[src/rtl/mem_arb.sv]
// mem_arb: three-way round-robin burst arbiter with starvation override.
// Optional state-coverage map is built when MEM_ARB_COV_EN is defined.
module mem_arb #(
  parameter int unsigned BEATS    = 2,
  parameter int unsigned MAX_WAIT = 7
) (
  input  logic       clock,
  input  logic       reset,
  input  logic       meta_reset,
  input  logic [2:0] req_valid,
  input  logic [3:0] req0_data,
  input  logic [3:0] req1_data,
  input  logic [3:0] req2_data,
  output logic [2:0] req_ready,
  output logic       out_valid,
  output logic [3:0] out_data,
  output logic [1:0] out_src,
  input  logic       out_ready,
  output logic       starve,
  output logic       aborted,
  output logic [5:0] coverage
);

  typedef enum logic [1:0] {
    IDLE  = 2'd0,
    BURST = 2'd1,
    GAP   = 2'd2
  } state_e;

  localparam logic [3:0] WAIT_MAX  = 4'(MAX_WAIT);
  localparam logic [1:0] LAST_BEAT = 2'(BEATS - 1);

  state_e            state_q, state_d;
  logic [1:0]        g_q, g_d;
  logic [1:0]        ptr_q, ptr_d;
  logic [1:0]        beat_q, beat_d;
  logic [2:0][3:0]   wait_q, wait_d;
  logic              aborted_q, aborted_d;

  logic [2:0]        sat;
  logic [1:0]        rr1, rr2, pick;
  logic              sel_valid;
  logic [3:0]        sel_data;

  function automatic logic [1:0] next_idx(input logic [1:0] p);
    return (p == 2'd2) ? 2'd0 : p + 2'd1;
  endfunction

  assign sat = {wait_q[2] == WAIT_MAX, wait_q[1] == WAIT_MAX, wait_q[0] == WAIT_MAX};

  // Starvation override first, then round-robin ptr+1, ptr+2, ptr.
  always_comb begin
    rr1  = next_idx(ptr_q);
    rr2  = next_idx(rr1);
    pick = ptr_q;
    if (sat[0])                 pick = 2'd0;
    else if (sat[1])            pick = 2'd1;
    else if (sat[2])            pick = 2'd2;
    else if (req_valid[rr1])    pick = rr1;
    else if (req_valid[rr2])    pick = rr2;
  end

  always_comb begin
    sel_valid = 1'b0;
    sel_data  = '0;
    case (g_q)
      2'd0: begin sel_valid = req_valid[0]; sel_data = req0_data; end
      2'd1: begin sel_valid = req_valid[1]; sel_data = req1_data; end
      2'd2: begin sel_valid = req_valid[2]; sel_data = req2_data; end
      default: ;
    endcase
  end

  always_comb begin
    out_valid = 1'b0;
    out_data  = '0;
    req_ready = '0;
    if (state_q == BURST) begin
      out_valid      = sel_valid;
      out_data       = sel_data;
      req_ready[g_q] = out_ready;
    end
  end

  assign out_src = g_q;
  assign starve  = |sat;
  assign aborted = aborted_q;

  always_comb begin
    state_d   = state_q;
    g_d       = g_q;
    ptr_d     = ptr_q;
    beat_d    = beat_q;
    aborted_d = aborted_q;
    case (state_q)
      IDLE: begin
        if (|req_valid) begin
          state_d = BURST;
          g_d     = pick;
          beat_d  = '0;
        end
      end
      BURST: begin
        if (!sel_valid) begin
          state_d   = GAP;
          aborted_d = 1'b1;
        end else if (out_ready) begin
          beat_d = beat_q + 2'd1;
          if (beat_q == LAST_BEAT) state_d = GAP;
        end
      end
      GAP: begin
        ptr_d   = g_q;
        state_d = IDLE;
      end
      default: state_d = IDLE;
    endcase
  end

  // Waiting accrues only during arbitration and while another requester
  // is bursting; the GAP cycle holds every counter.
  always_comb begin
    for (int unsigned i = 0; i < 3; i++) begin
      wait_d[i] = wait_q[i];
      if (!req_valid[i]) begin
        wait_d[i] = '0;
      end else if (state_q == IDLE && pick == 2'(i)) begin
        wait_d[i] = '0;
      end else if ((state_q == IDLE || (state_q == BURST && g_q != 2'(i)))
                   && wait_q[i] < WAIT_MAX) begin
        wait_d[i] = wait_q[i] + 4'd1;
      end
    end
  end

  always_ff @(posedge clock or posedge reset) begin
    if (reset) begin
      state_q   <= IDLE;
      g_q       <= '0;
      ptr_q     <= 2'd2;
      beat_q    <= '0;
      wait_q    <= '0;
      aborted_q <= 1'b0;
    end else begin
      state_q   <= state_d;
      g_q       <= g_d;
      ptr_q     <= ptr_d;
      beat_q    <= beat_d;
      wait_q    <= wait_d;
      aborted_q <= aborted_d;
    end
  end

`ifdef MEM_ARB_COV_EN
  logic [63:0] covmap_q;
  logic [5:0]  cov_idx;
  logic [5:0]  coverage_q;
  logic        cov_hit;

  assign cov_idx = {state_q, g_q, starve, out_ready};
  assign cov_hit = !covmap_q[cov_idx];

  // The map survives reset; only meta_reset clears it.
  always_ff @(posedge clock) begin
    if (meta_reset)
      covmap_q <= '0;
    else if (!reset && cov_hit)
      covmap_q[cov_idx] <= 1'b1;
  end

  always_ff @(posedge clock or posedge reset) begin
    if (reset)
      coverage_q <= '0;
    else if (meta_reset)
      coverage_q <= '0;
    else if (cov_hit)
      coverage_q <= coverage_q + 6'd1;
  end

  assign coverage = coverage_q;
`else
  logic unused_meta_reset;
  assign unused_meta_reset = meta_reset;
  assign coverage          = '0;
`endif

endmodule
[config.mk]
export PLATFORM = sky130hd
export DESIGN_NAME = mem_arb
export DESIGN_NICKNAME = d
export VERILOG_FILES = /design/src/rtl/mem_arb.sv
export SDC_FILE = /design/constraint.sdc
export NUM_CORES = 1
export LEC_CHECK = 0
export ABC_AREA = 1
export CORE_MARGIN = 10
export CORE_UTILIZATION = 35
export DETAILED_ROUTE_END_ITERATION = 8
export RECOVER_POWER = 50
export SLEW_MARGIN = 40
export SYNTH_ARGS = -nofsm -noshare
export SYNTH_HDL_FRONTEND = slang
export SYNTH_SLANG_ARGS = --single-unit
export TNS_END_PERCENT = 5
[constraint.sdc]
create_clock -name clock -period 4.2 [get_ports clock]
set_input_delay 0.84 -clock clock [delete_from_list [all_inputs] [get_ports clock]]
set_output_delay 0.84 -clock clock [all_outputs]
set_load 0.05 [all_outputs]
# Word level (Yosys, flattened, before mapping)
# Index checks and enable logic that the tools add are counted.
[totals] regBits=21 input_bits=19 output_inout_bits=18 wordCells=105
[op_classes] add_sub_neg=6 order_cmp=7 n_eq_ne=22 n_mux=36 n_bitwise=2 reduce_logical=24
[op_table] operator="$mux 4" count=10
[op_table] operator="$mux 2" count=14
[op_table] operator="$add 4x1->4 const B" count=3
[op_table] operator="$eq 4x3->1 const B" count=3
[op_table] operator="$lt 4x3->1 const B" count=3
[op_table] operator="$pmux 4 s3" count=1
[op_table] operator="$eq 2x2->1 const B" count=5
[op_table] operator="$logic_and 1x1->1" count=10
[op_table] operator="$lt 2x3->1 const B" count=3
[op_table] operator="$ne 3x1->1 const B" count=3
[op_table] operator="$eq 2x1->1 const B" count=4
[op_table] operator="$ne 2x2->1 const B" count=4
[op_table] operator="$pmux 2 s2" count=2
[op_table] operator="$add 2x1->2 const B" count=3
[op_table] operator="$logic_not 2->1" count=3
[op_table] operator="$reduce_or 3->1" count=2
[op_table] operator="$bmux 1 s2" count=2
[op_table] operator="$mux 1" count=4
[op_table] operator="$reduce_and 2->1" count=2
[op_table] operator="$reduce_and 4->1" count=1
[op_table] operator="$reduce_bool 2->1" count=2
[op_table] operator="$and 3x3->3" count=1
[op_table] operator="$logic_or 1x1->1" count=3
[op_table] operator="$mux 3" count=1
[op_table] operator="other kinds (8)" count=8

# Logic depth before layout (Yosys ltp)
# Gate-level depths: netlist of the first run.
[logic_depth] depth_word=15 depth_mapped=12 mapped_depth_nobuf=12

# Worst setup path after synthesis of the first run
# Ideal clock, no wire load.
[synth_timing] kind="input -> output" from="input port out_ready" to="output port req_ready[1]" arrival_ns=2.097 t_required_ns=3.360 setup_slack_ns=1.263 path_stages=4 cell_sequence="inv_1 nor2_1 inv_1 nor3_1"
[synth_via] elab_chain_cells=2
[synth_lines] item="from (decl)" line_no="18" rtl="input logic out_ready,"
[synth_lines] item="$and 3x3->3 (no line)"
[synth_lines] item="$mux 3" line_no="78" rtl="if (state_q == BURST) begin"
[synth_lines] item="to (decl)" line_no="14" rtl="output logic [2:0] req_ready,"
# No other way between the ends.

# Final worst setup path of the first run
[layout_timing] from="input port req_valid[2]" to="output port out_valid"
[layout_via] elab_chain_cells=2
[layout_lines] item="from (decl)" line_no="10" rtl="input logic [2:0] req_valid,"
[layout_lines] item="$pmux 1 s3" line_no="66" rtl="case (g_q)"
[layout_lines] item="$mux 1" line_no="78"
[layout_lines] item="to (decl)" line_no="15" rtl="output logic out_valid,"
# No other way between the ends.

==> results of run 1 <==
[registers in the layout, indices dropped and copies added, names as in the netlist]
register / count
state_q: 2
aborted: 1
wait_q: 12
ptr_q: 2
out_src: 2
beat_q: 2
[path summary, 6_finish.rpt]
kind                         startpoint         end  slack, ns  cells past startpoint
max                        req_valid[2]   out_valid       0.46                      6
min                             aborted     aborted       0.47                      1
max reg2reg                  out_src[1]   beat_q[1]       2.49                      8
min reg2reg                     aborted     aborted       0.47                      1
max in group asynchronous         reset  state_q[1]       2.51                      2
min in group asynchronous         reset   wait_q[6]       1.17                      2
[metrics by stage]
step / total power, mW / util
floorplan: 0.824 / -
global placement: 0.995 / 0.455
detailed placement: 1.00 / 0.455
CTS: 1.14 / 0.468
global route: 1.23 / 0.466
finish: 1.12 / 0.466
[cells in the mapped netlist]
cell	number	area, sq um
nand3_1	16	80.1
o31ai_1	1	7.51
ha_1	4	50.1
a41o_1	1	10.0
o221ai_2	1	15.0
nor2_2	6	37.5
conb_1	1	3.75
nand2_2	6	37.5
o21bai_1	1	7.51
inv_2	4	15.0
inv_1	34	128
o21ai_1	3	15.0
nor2_4	1	11.3
xnor2_1	1	8.76
buf_4	6	45.0
mux2_2	1	11.3
nand4_1	1	6.26
dfstp_2	1	26.3
nand2_1	52	195
a21oi_1	6	30.0
xor2_1	2	17.5
dfrtp_1	20	500
nor3_1	1	5.00
nor2_1	23	86.3
o21ai_0	6	30.0
[worst reg2reg max path, stage by stage, from the launching register on]
cell      delay (ns)
dfrtp_1         0.47
nor2_2          0.28
inv_1           0.11
o221ai_1        0.34
nand2_2         0.11
nand2_1         0.09
o21ai_1         0.09
nand2_1         0.06
o21ai_1         0.06
[cells by family after synthesis]
| kind of cell | after synthesis | share of synthesized area |
|---|---|---|
| simple gates | 106 | 0.333 |
| other cells | 1 | 0.00272 |
| fa+ha+maj | 4 | 0.0363 |
| flops | 21 | 0.382 |
| compound gates | 19 | 0.0834 |
| xor+xnor | 3 | 0.0190 |
| buf+inv | 44 | 0.136 |
| mux | 1 | 0.00816 |
[metal layers]
metal | track usage | up-vias | wire length [um]
li1 | - | 660 | -
met1 | 0.129 | 551 | 1510
met2 | 0.170 | 12 | 1570
met3 | 0.0302 | 5 | 133
met4 | 0.0201 | 0 | 28
met5 | 0 | - | 0
[layout make-up]
type / instances / area (sq um) / share of cell area
Clock buffer: 3 / 41.3 / 0.0237
Clock inverter: 1 / 5.00 / 0.00287
Inverter: 38 / 143 / 0.0818
Multi-Input combinational cell: 139 / 678 / 0.389
Sequential cell: 21 / 527 / 0.302
Tap cell: 48 / 60.1 / 0.0344
Timing Repair Buffer: 29 / 290 / 0.166
[power groups by stage]
| stage | clock (mW) | sequential, mW | combinational (mW) |
|---|---|---|---|
| finish | 0.134 | 0.335 | 0.650 |
| global route | 0.152 | 0.346 | 0.735 |
| CTS | 0.142 | 0.335 | 0.667 |
| detailed placement | 0 | 0.339 | 0.662 |
| global placement | 0 | 0.338 | 0.658 |
| floorplan | 0 | 0.352 | 0.473 |
==> impl_metrics.py, run 1 <==
metrics = {
    "outcome": {
        "status": "completed",
    },
    "global_route": {
        "grt_first_pass_wirelength_um": 5430,
        "grt_usage": 0.103,
        "grt_pass1_vias": 1173,
        "grt_max_degree": 22,
        "grt_overflow": 0,
        "grt_antenna_before_repair": 0,
    },
    "critical_path": {
        "critPathTopFamily": "buffers and inverters",
        "crit_path_max_incr_delay_ns": 0.79,
        "cp_common_cell": "inv_1",
        "path_cells": "dlygate4sd3_1 > inv_1 > o221ai_1 > nand2_2 > inv_1 > clkdlybuf4s50_1",
        "cp_num_buf_inv": 4,
        "worstPathRequired_ns": 3.36,
        "endpoint_kind": "output pin",
        "start_kind": "primary input",
        "cp_slowest_cell": "clkdlybuf4s50_1",
        "crit_type": "primary input to output pin",
        "worst-path-max-fanout": 4,
        "crit_arrival_ns": 2.90,
    },
    "sta": {
        "tns_ns": 0,
        "maxSlewViolCount": 0,
        "fmax_mhz": 267,
        "period_needed_ns": 3.74,
        "max-slew-margin-rel": 0.449,
        "tightest_slew_ns": 0.826,
        "fin_hold_ws_ns": 0.474,
        "finalSetupViolations": 0,
        "rsz0062_at_grt": "false",
        "fin_skew_ns": 0.00667,
        "min_period_over_period": 0.891,
        "fin_ws_ns": 0.457,
        "hold_viol_final": 0,
    },
    "floorplanning": {
        "die_h_um": 82.8,
        "die_x_um": 82.8,
        "die-area_sq_um": 6860,
        "core_sq_um": 3740,
        "fp-row-count": 22,
        "io_pins": 37,
        "start_util": 0.369,
    },
    "yosys": {
        "syn_inst": 199,
        "ys_seq_elements": 21,
        "syn_avg_cell_area_sq_um": 6.94,
        "syn_area_sq_um": 1380,
        "yosysWarnings": 0,
        "ys_seq_area_frac": 0.382,
        "synth_cell_types": 25,
    },
    "cells_and_area": {
        "final_cell_area_sq_um": 1740,
        "final_common_cell": "nand2_1",
        "finalNonFillerCells": 279,
        "layout.nets": 255,
        "fillerInstances": 407,
        "final_layout_size_suffix_gt1_frac": 0.0996,
        "final_cell_mix": "nand2_1 (52), inv_1 (34), clkdlybuf4s50_1 (27)",
        "synthToLayoutAreaGrowth_pct": 26.4,
        "n_antenna_cell": 0,
    },
    "clocking": {
        "cts_tree": "yes",
        "clock-sinks": 21,
        "ctsRootBufferMaster": "clkbuf_8",
        "clk_latency_ns": 0.26,
        "cts.htree.levels": 1,
        "cts_setup_buffers": 0,
        "cts-hold-fix-buffers": 0,
        "clkTransAtPathRegs_ns": 0.07,
        "ctsResizeCount": 0,
        "cts_buffers": 3,
        "clockBufferDepth": 2,
    },
    "detailed_routing": {
        "drt_wl_total_um": 3240,
        "drt_iter0_drc": 38,
        "routed_via_density": 4.40,
        "route.detailed.drc": 0,
        "drt_pre_antenna_iters": 4,
        "wl_per_cell_um": 11.6,
        "ant_nets": 0,
        "vias": 1228,
    },
    "pwr": {
        "peakVddDrop_mv": 0.274,
        "clockPowerShare": 0.120,
        "combPwrFrac": 0.581,
        "swShare": 0.504,
        "p_seq_frac": 0.299,
        "power.net_switching_mw": 0.563,
        "powerDensity_nw_per_um2": 641,
        "internal_power_mw": 0.555,
        "p_leak_nw": 0.891,
    },
    "hold_path": {
        "hold_class": "flip-flop to flip-flop",
    },
    "placed_design": {
        "dp_slack_ns": 0.620,
        "place_area_sq_um": 1700,
        "place_inst": 275,
        "routabilityCongestion": 0.767,
        "numPortBuffers": 29,
        "hpwl_um": 2600,
    },
    "job": {
        "maxCapViolations": 0,
    },
}
Note: power is estimated with default switching activity, not from simulation.
==> run 2, diff against run 1 <==
--- a/config.mk
+++ b/config.mk
@@ -7,8 +7,9 @@
 export LEC_CHECK = 0
 export ABC_AREA = 1
 export CORE_MARGIN = 10
-export CORE_UTILIZATION = 35
+export CORE_UTILIZATION = 45
 export DETAILED_ROUTE_END_ITERATION = 8
+export PLACE_DENSITY = 0.75
 export RECOVER_POWER = 50
 export SLEW_MARGIN = 40
 export SYNTH_ARGS = -nofsm -noshare
==> run 2 against run 1 <==
Against the previous run: flip-flop and latch count did not move; highest routed layer unchanged; clock power is 25% lower; global-route usage grew 2.2 points; critical path type unchanged.
==> impl_metrics.py, run 2 (same netlist as run 1, synthesis figures left out) <==
metrics = {
    "job": {
        "maxCapViolations": 0,
    },
    "hold_path": {
        "hold_class": "flip-flop to flip-flop",
    },
    "cells_and_area": {
        "regMostFlops": "wait_q",
        "fillerInstances": 293,
        "layout.nets": 255,
        "n_antenna_cell": 0,
        "final_layout_size_suffix_gt1_frac": 0.0996,
        "largest_register_ffs": 12,
        "final_common_cell": "nand2_1",
        "multi_input_area_sq_um": 678,
        "final_cell_mix": "nand2_1 (52), inv_1 (34), clkdlybuf4s50_1 (27)",
        "regArea_sq_um": 527,
        "synthToLayoutAreaGrowth_pct": 23.7,
        "final_cell_area_sq_um": 1710,
    },
    "sta": {
        "fin_skew_ns": 0.00252,
        "tns_ns": 0,
        "finalSetupViolations": 0,
        "tightest_slew_ns": 0.817,
        "fmax_mhz": 266,
        "max-slew-margin-rel": 0.455,
        "min_period_over_period": 0.897,
        "hold_viol_final": 0,
        "period_needed_ns": 3.77,
        "rsz0062_at_grt": "false",
        "maxSlewViolCount": 0,
    },
    "critical_path": {
        "cp_slowest_cell": "clkdlybuf4s50_1",
        "cp_common_cell": "inv_1",
        "worst-path-max-fanout": 4,
        "path_cells": "dlygate4sd3_1 > inv_1 > o221ai_1 > nand2_2 > inv_1 > clkdlybuf4s50_1",
        "crit_path_max_incr_delay_ns": 0.80,
        "critPathTopFamily": "buffers and inverters",
        "endpoint_kind": "output pin",
        "crit_type": "primary input to output pin",
        "start_kind": "primary input",
        "crit_arrival_ns": 2.93,
        "cp_num_buf_inv": 4,
        "worstPathRequired_ns": 3.36,
    },
    "placed_design": {
        "hpwl_um": 2500,
        "numPortBuffers": 29,
        "place_area_sq_um": 1690,
        "routabilityCongestion": 0.825,
    },
    "clocking": {
        "ctsResizeCount": 0,
        "clkTransAtPathRegs_ns": 0.12,
        "cts_tree": "yes",
        "cts_setup_buffers": 0,
        "ctsRootBufferMaster": "clkbuf_4",
        "cts_buffers": 3,
        "clock-sinks": 21,
        "clk_latency_ns": 0.31,
        "clockBufferDepth": 2,
        "cts.htree.levels": 1,
        "cts-hold-fix-buffers": 0,
    },
    "detailed_routing": {
        "ant_nets": 0,
        "vias": 1241,
        "route.detailed.drc": 0,
        "wl_per_cell_um": 11.8,
        "drt_wl_total_um": 3100,
        "routed_via_density": 4.70,
        "drt_pre_antenna_iters": 4,
        "drt_iter0_drc": 73,
    },
    "global_route": {
        "grt_first_pass_wirelength_um": 5530,
        "grt_antenna_before_repair": 0,
        "grt_max_degree": 22,
        "grt_overflow": 0,
        "grt_usage": 0.125,
        "grt_pass1_vias": 1216,
    },
    "outcome": {
        "status": "completed",
    },
    "floorplanning": {
        "start_util": 0.460,
        "die_x_um": 75.4,
        "fp-row-count": 20,
        "io_pins": 37,
        "die-area_sq_um": 5680,
        "die_h_um": 75.4,
        "core_sq_um": 3000,
    },
    "pwr": {
        "peakVddDrop_mv": 0.328,
        "p_leak_nw": 0.883,
        "powerDensity_nw_per_um2": 636,
    },
}
==> run 2: cell types whose count changed in the layout (fill, tap and decap cells not counted) <==
cell	change
clkbuf_4	+3
clkbuf_8	-3
==> run 2: layout make-up <==
type	instances	area share
Multi-Input combinational cell	139	0.397
Sequential cell	21	0.309
Timing Repair Buffer	29	0.170
Inverter	38	0.0836
Tap cell	33	0.0242
Clock buffer	3	0.0132
Clock inverter	1	0.00293
==> run 2: worst reg2reg max path: cells and delay by family (launching register included) <==
kind / cells / cell delay (ns)
compound gates: 3 / 0.49
flops: 1 / 0.48
buf+inv: 1 / 0.09
simple gates: 4 / 0.56
==> run 2: through the flow <==
step | cells | hold slack (ns) | setup WS (ns) | power, mW | util
after detailed placement | 260 | 0.474 | 0.621 | 0.993 | 0.561
final | 264 | 0.495 | 0.434 | 1.08 | 0.568
after floorplan | 204 | 0.451 | 1.26 | 0.824 | -
after CTS | 264 | 0.500 | 0.613 | 1.10 | 0.570
after global routing | 264 | 0.524 | 0.343 | 1.20 | 0.568
after global placement | 260 | 0.468 | 0.644 | 0.985 | 0.561
==> run 2: path summary, 6_finish.rpt <==
kind                               from         end  slack, ns  depth (start not counted)
max in group asynchronous         reset  out_src[0]       2.59                          2
max reg2reg                  out_src[1]   beat_q[0]       2.48                          8
min in group asynchronous         reset   wait_q[5]       1.10                          2
min reg2reg                     aborted     aborted       0.50                          1
max                        req_valid[2]   out_valid       0.43                          6
min                             aborted     aborted       0.50                          1
==> run 2: routing by layer <==
metal,GRT usage,vias up,routed length [um],part of all wire
met5,0,-,0,0
met4,0.0371,0,34,0.011
met3,0.0352,5,150,0.048
li1,-,664,-,-
met2,0.214,17,1490,0.48
met1,0.147,555,1430,0.46
==> run 2: power by group <==
part / total (mW) / internal, mW / switching [mW] / leakage [nW]
Clock: 0.100 / 0.0357 / 0.0646 / 0.0177
Sequential: 0.335 / 0.264 / 0.0717 / 0.273
Combinational: 0.649 / 0.224 / 0.425 / 0.593
Total: 1.08 / 0.524 / 0.561 / 0.883
==> run 3, diff against run 2 <==
--- a/config.mk
+++ b/config.mk
@@ -9,7 +9,7 @@
 export CORE_MARGIN = 10
 export CORE_UTILIZATION = 45
 export DETAILED_ROUTE_END_ITERATION = 8
-export PLACE_DENSITY = 0.75
+export PLACE_DENSITY_LB_ADDON = 0.15
 export RECOVER_POWER = 50
 export SLEW_MARGIN = 40
 export SYNTH_ARGS = -nofsm -noshare
==> run 3 against run 2 <==
Against the previous run: sequential share of layout area rose by 0.068 points; largest cell class unchanged; critical path type unchanged; routed wire length fell by 1.2%; worst setup slack improved by 0.050 ns.
==> impl_metrics.py, run 3 (same netlist as run 1, synthesis figures left out) <==
metrics = {
    "outcome": {
        "status": "completed",
    },
    "clocking": {
        "clock-sinks": 21,
        "clkTransAtPathRegs_ns": 0.11,
        "cts_buffers": 3,
        "cts-hold-fix-buffers": 0,
        "clockBufferDepth": 2,
        "clk_latency_ns": 0.30,
        "cts.htree.levels": 1,
        "cts_tree": "yes",
        "ctsRootBufferMaster": "clkbuf_4",
        "cts_setup_buffers": 0,
        "ctsResizeCount": 0,
    },
    "detailed_routing": {
        "routed_via_density": 4.67,
        "vias": 1234,
        "drt_iter0_drc": 78,
        "ant_nets": 0,
        "wl_per_cell_um": 11.6,
        "drt_wl_total_um": 3070,
        "drt_pre_antenna_iters": 4,
        "route.detailed.drc": 0,
    },
    "global_route": {
        "grt_max_degree": 22,
        "grt_pass1_vias": 1128,
        "grt_usage": 0.112,
        "grt_overflow": 0,
        "grt_first_pass_wirelength_um": 5090,
        "grt_antenna_before_repair": 0,
    },
    "sta": {
        "maxSlewViolCount": 0,
        "fin_skew_ns": 0.0104,
        "min_period_over_period": 0.885,
        "period_needed_ns": 3.72,
        "rsz0062_at_grt": "false",
        "hold_viol_final": 0,
        "fmax_mhz": 269,
        "tightest_slew_ns": 0.797,
        "max-slew-margin-rel": 0.468,
        "tns_ns": 0,
        "finalSetupViolations": 0,
    },
    "critical_path": {
        "endpoint_kind": "output pin",
        "crit_type": "primary input to output pin",
        "worst-path-max-fanout": 4,
        "start_kind": "primary input",
        "worstPathRequired_ns": 3.36,
        "crit_arrival_ns": 2.88,
    },
    "pwr": {
        "peakVddDrop_mv": 0.258,
        "p_leak_nw": 0.880,
        "powerDensity_nw_per_um2": 630,
    },
    "floorplanning": {
        "die_x_um": 75.4,
        "die-area_sq_um": 5680,
        "io_pins": 37,
        "fp-row-count": 20,
        "die_h_um": 75.4,
        "start_util": 0.460,
        "core_sq_um": 3000,
    },
    "cells_and_area": {
        "layout.nets": 255,
        "final_cell_mix": "nand2_1 (53), inv_1 (34), clkdlybuf4s50_1 (27)",
        "n_antenna_cell": 0,
        "final_layout_size_suffix_gt1_frac": 0.0909,
        "largest_register_ffs": 12,
        "synthToLayoutAreaGrowth_pct": 23.4,
        "finalNonFillerCells": 264,
        "final_common_cell": "nand2_1",
        "regMostFlops": "wait_q",
    },
    "placed_design": {
        "place_inst": 260,
        "numPortBuffers": 29,
        "hpwl_um": 2520,
        "routabilityCongestion": 0.787,
    },
    "hold_path": {
        "hold_class": "flip-flop to flip-flop",
    },
    "job": {
        "maxCapViolations": 0,
    },
}
-- run 3: changes by cell type in the layout (fill, tap and decap cells not counted), sizes merged --
cell | previous run | this run
clkinv | 1 | 0
clkbuf | 3 | 4
-- run 3: stage by stage --
stage	setup slack, ns	total power [mW]	utilization	hold WS (ns)	area (sq um)
2_1_floorplan	1.26	0.824	-	0.451	1400
3_3_place_gp	0.635	0.987	0.561	0.466	1690
3_5_place_dp	0.627	0.992	0.561	0.470	1690
4_1_cts	0.622	1.09	0.570	0.496	1710
5_1_grt	0.323	1.18	0.567	0.507	1700
6_report	0.484	1.07	0.567	0.482	1700
-- run 3: worst paths after layout --
path	from	endpoint	slack (ns)	cells past startpoint
worst min-delay path	aborted	aborted	0.48	1
max in group asynchronous	reset	ptr_q[0]	2.58	2
worst max-delay path	req_valid[2]	out_valid	0.48	6
worst min register to register	aborted	aborted	0.48	1
worst max register to register	out_src[1]	beat_q[1]	2.48	8
min in group asynchronous	reset	wait_q[4]	1.11	2
-- run 3: layer usage --
layer	GRT usage	up-vias	routed length (um)
met1	0.154	553	1470
li1	-	662	-
met4	0.0247	0	13
met3	0.0195	2	118
met5	0	-	0
met2	0.179	17	1470
-- run 3: final cells by class --
class                   instances  area, sq um
flip-flops and latches         21          527
clock buffers                   4         26.3
repair buffers                 29          290
fillers                       326         1300
inverters                      38          143
well taps                      33         41.3
multi-input cells             139          676
-- run 3: report_power, final --
group | switching [mW] | internal, mW | leakage, nW | total [mW]
Combinational | 0.421 | 0.223 | 0.593 | 0.644
Clock | 0.0584 | 0.0369 | 0.0150 | 0.0953
Sequential | 0.0696 | 0.264 | 0.273 | 0.333
Total | 0.549 | 0.524 | 0.880 | 1.07
-- run 3: critical path, cell delays in order --
cell             delay (ns)
dlygate4sd3_1          0.62
inv_1                  0.10
o221ai_1               0.34
nand2_2                0.11
inv_1                  0.07
clkdlybuf4s50_1        0.79
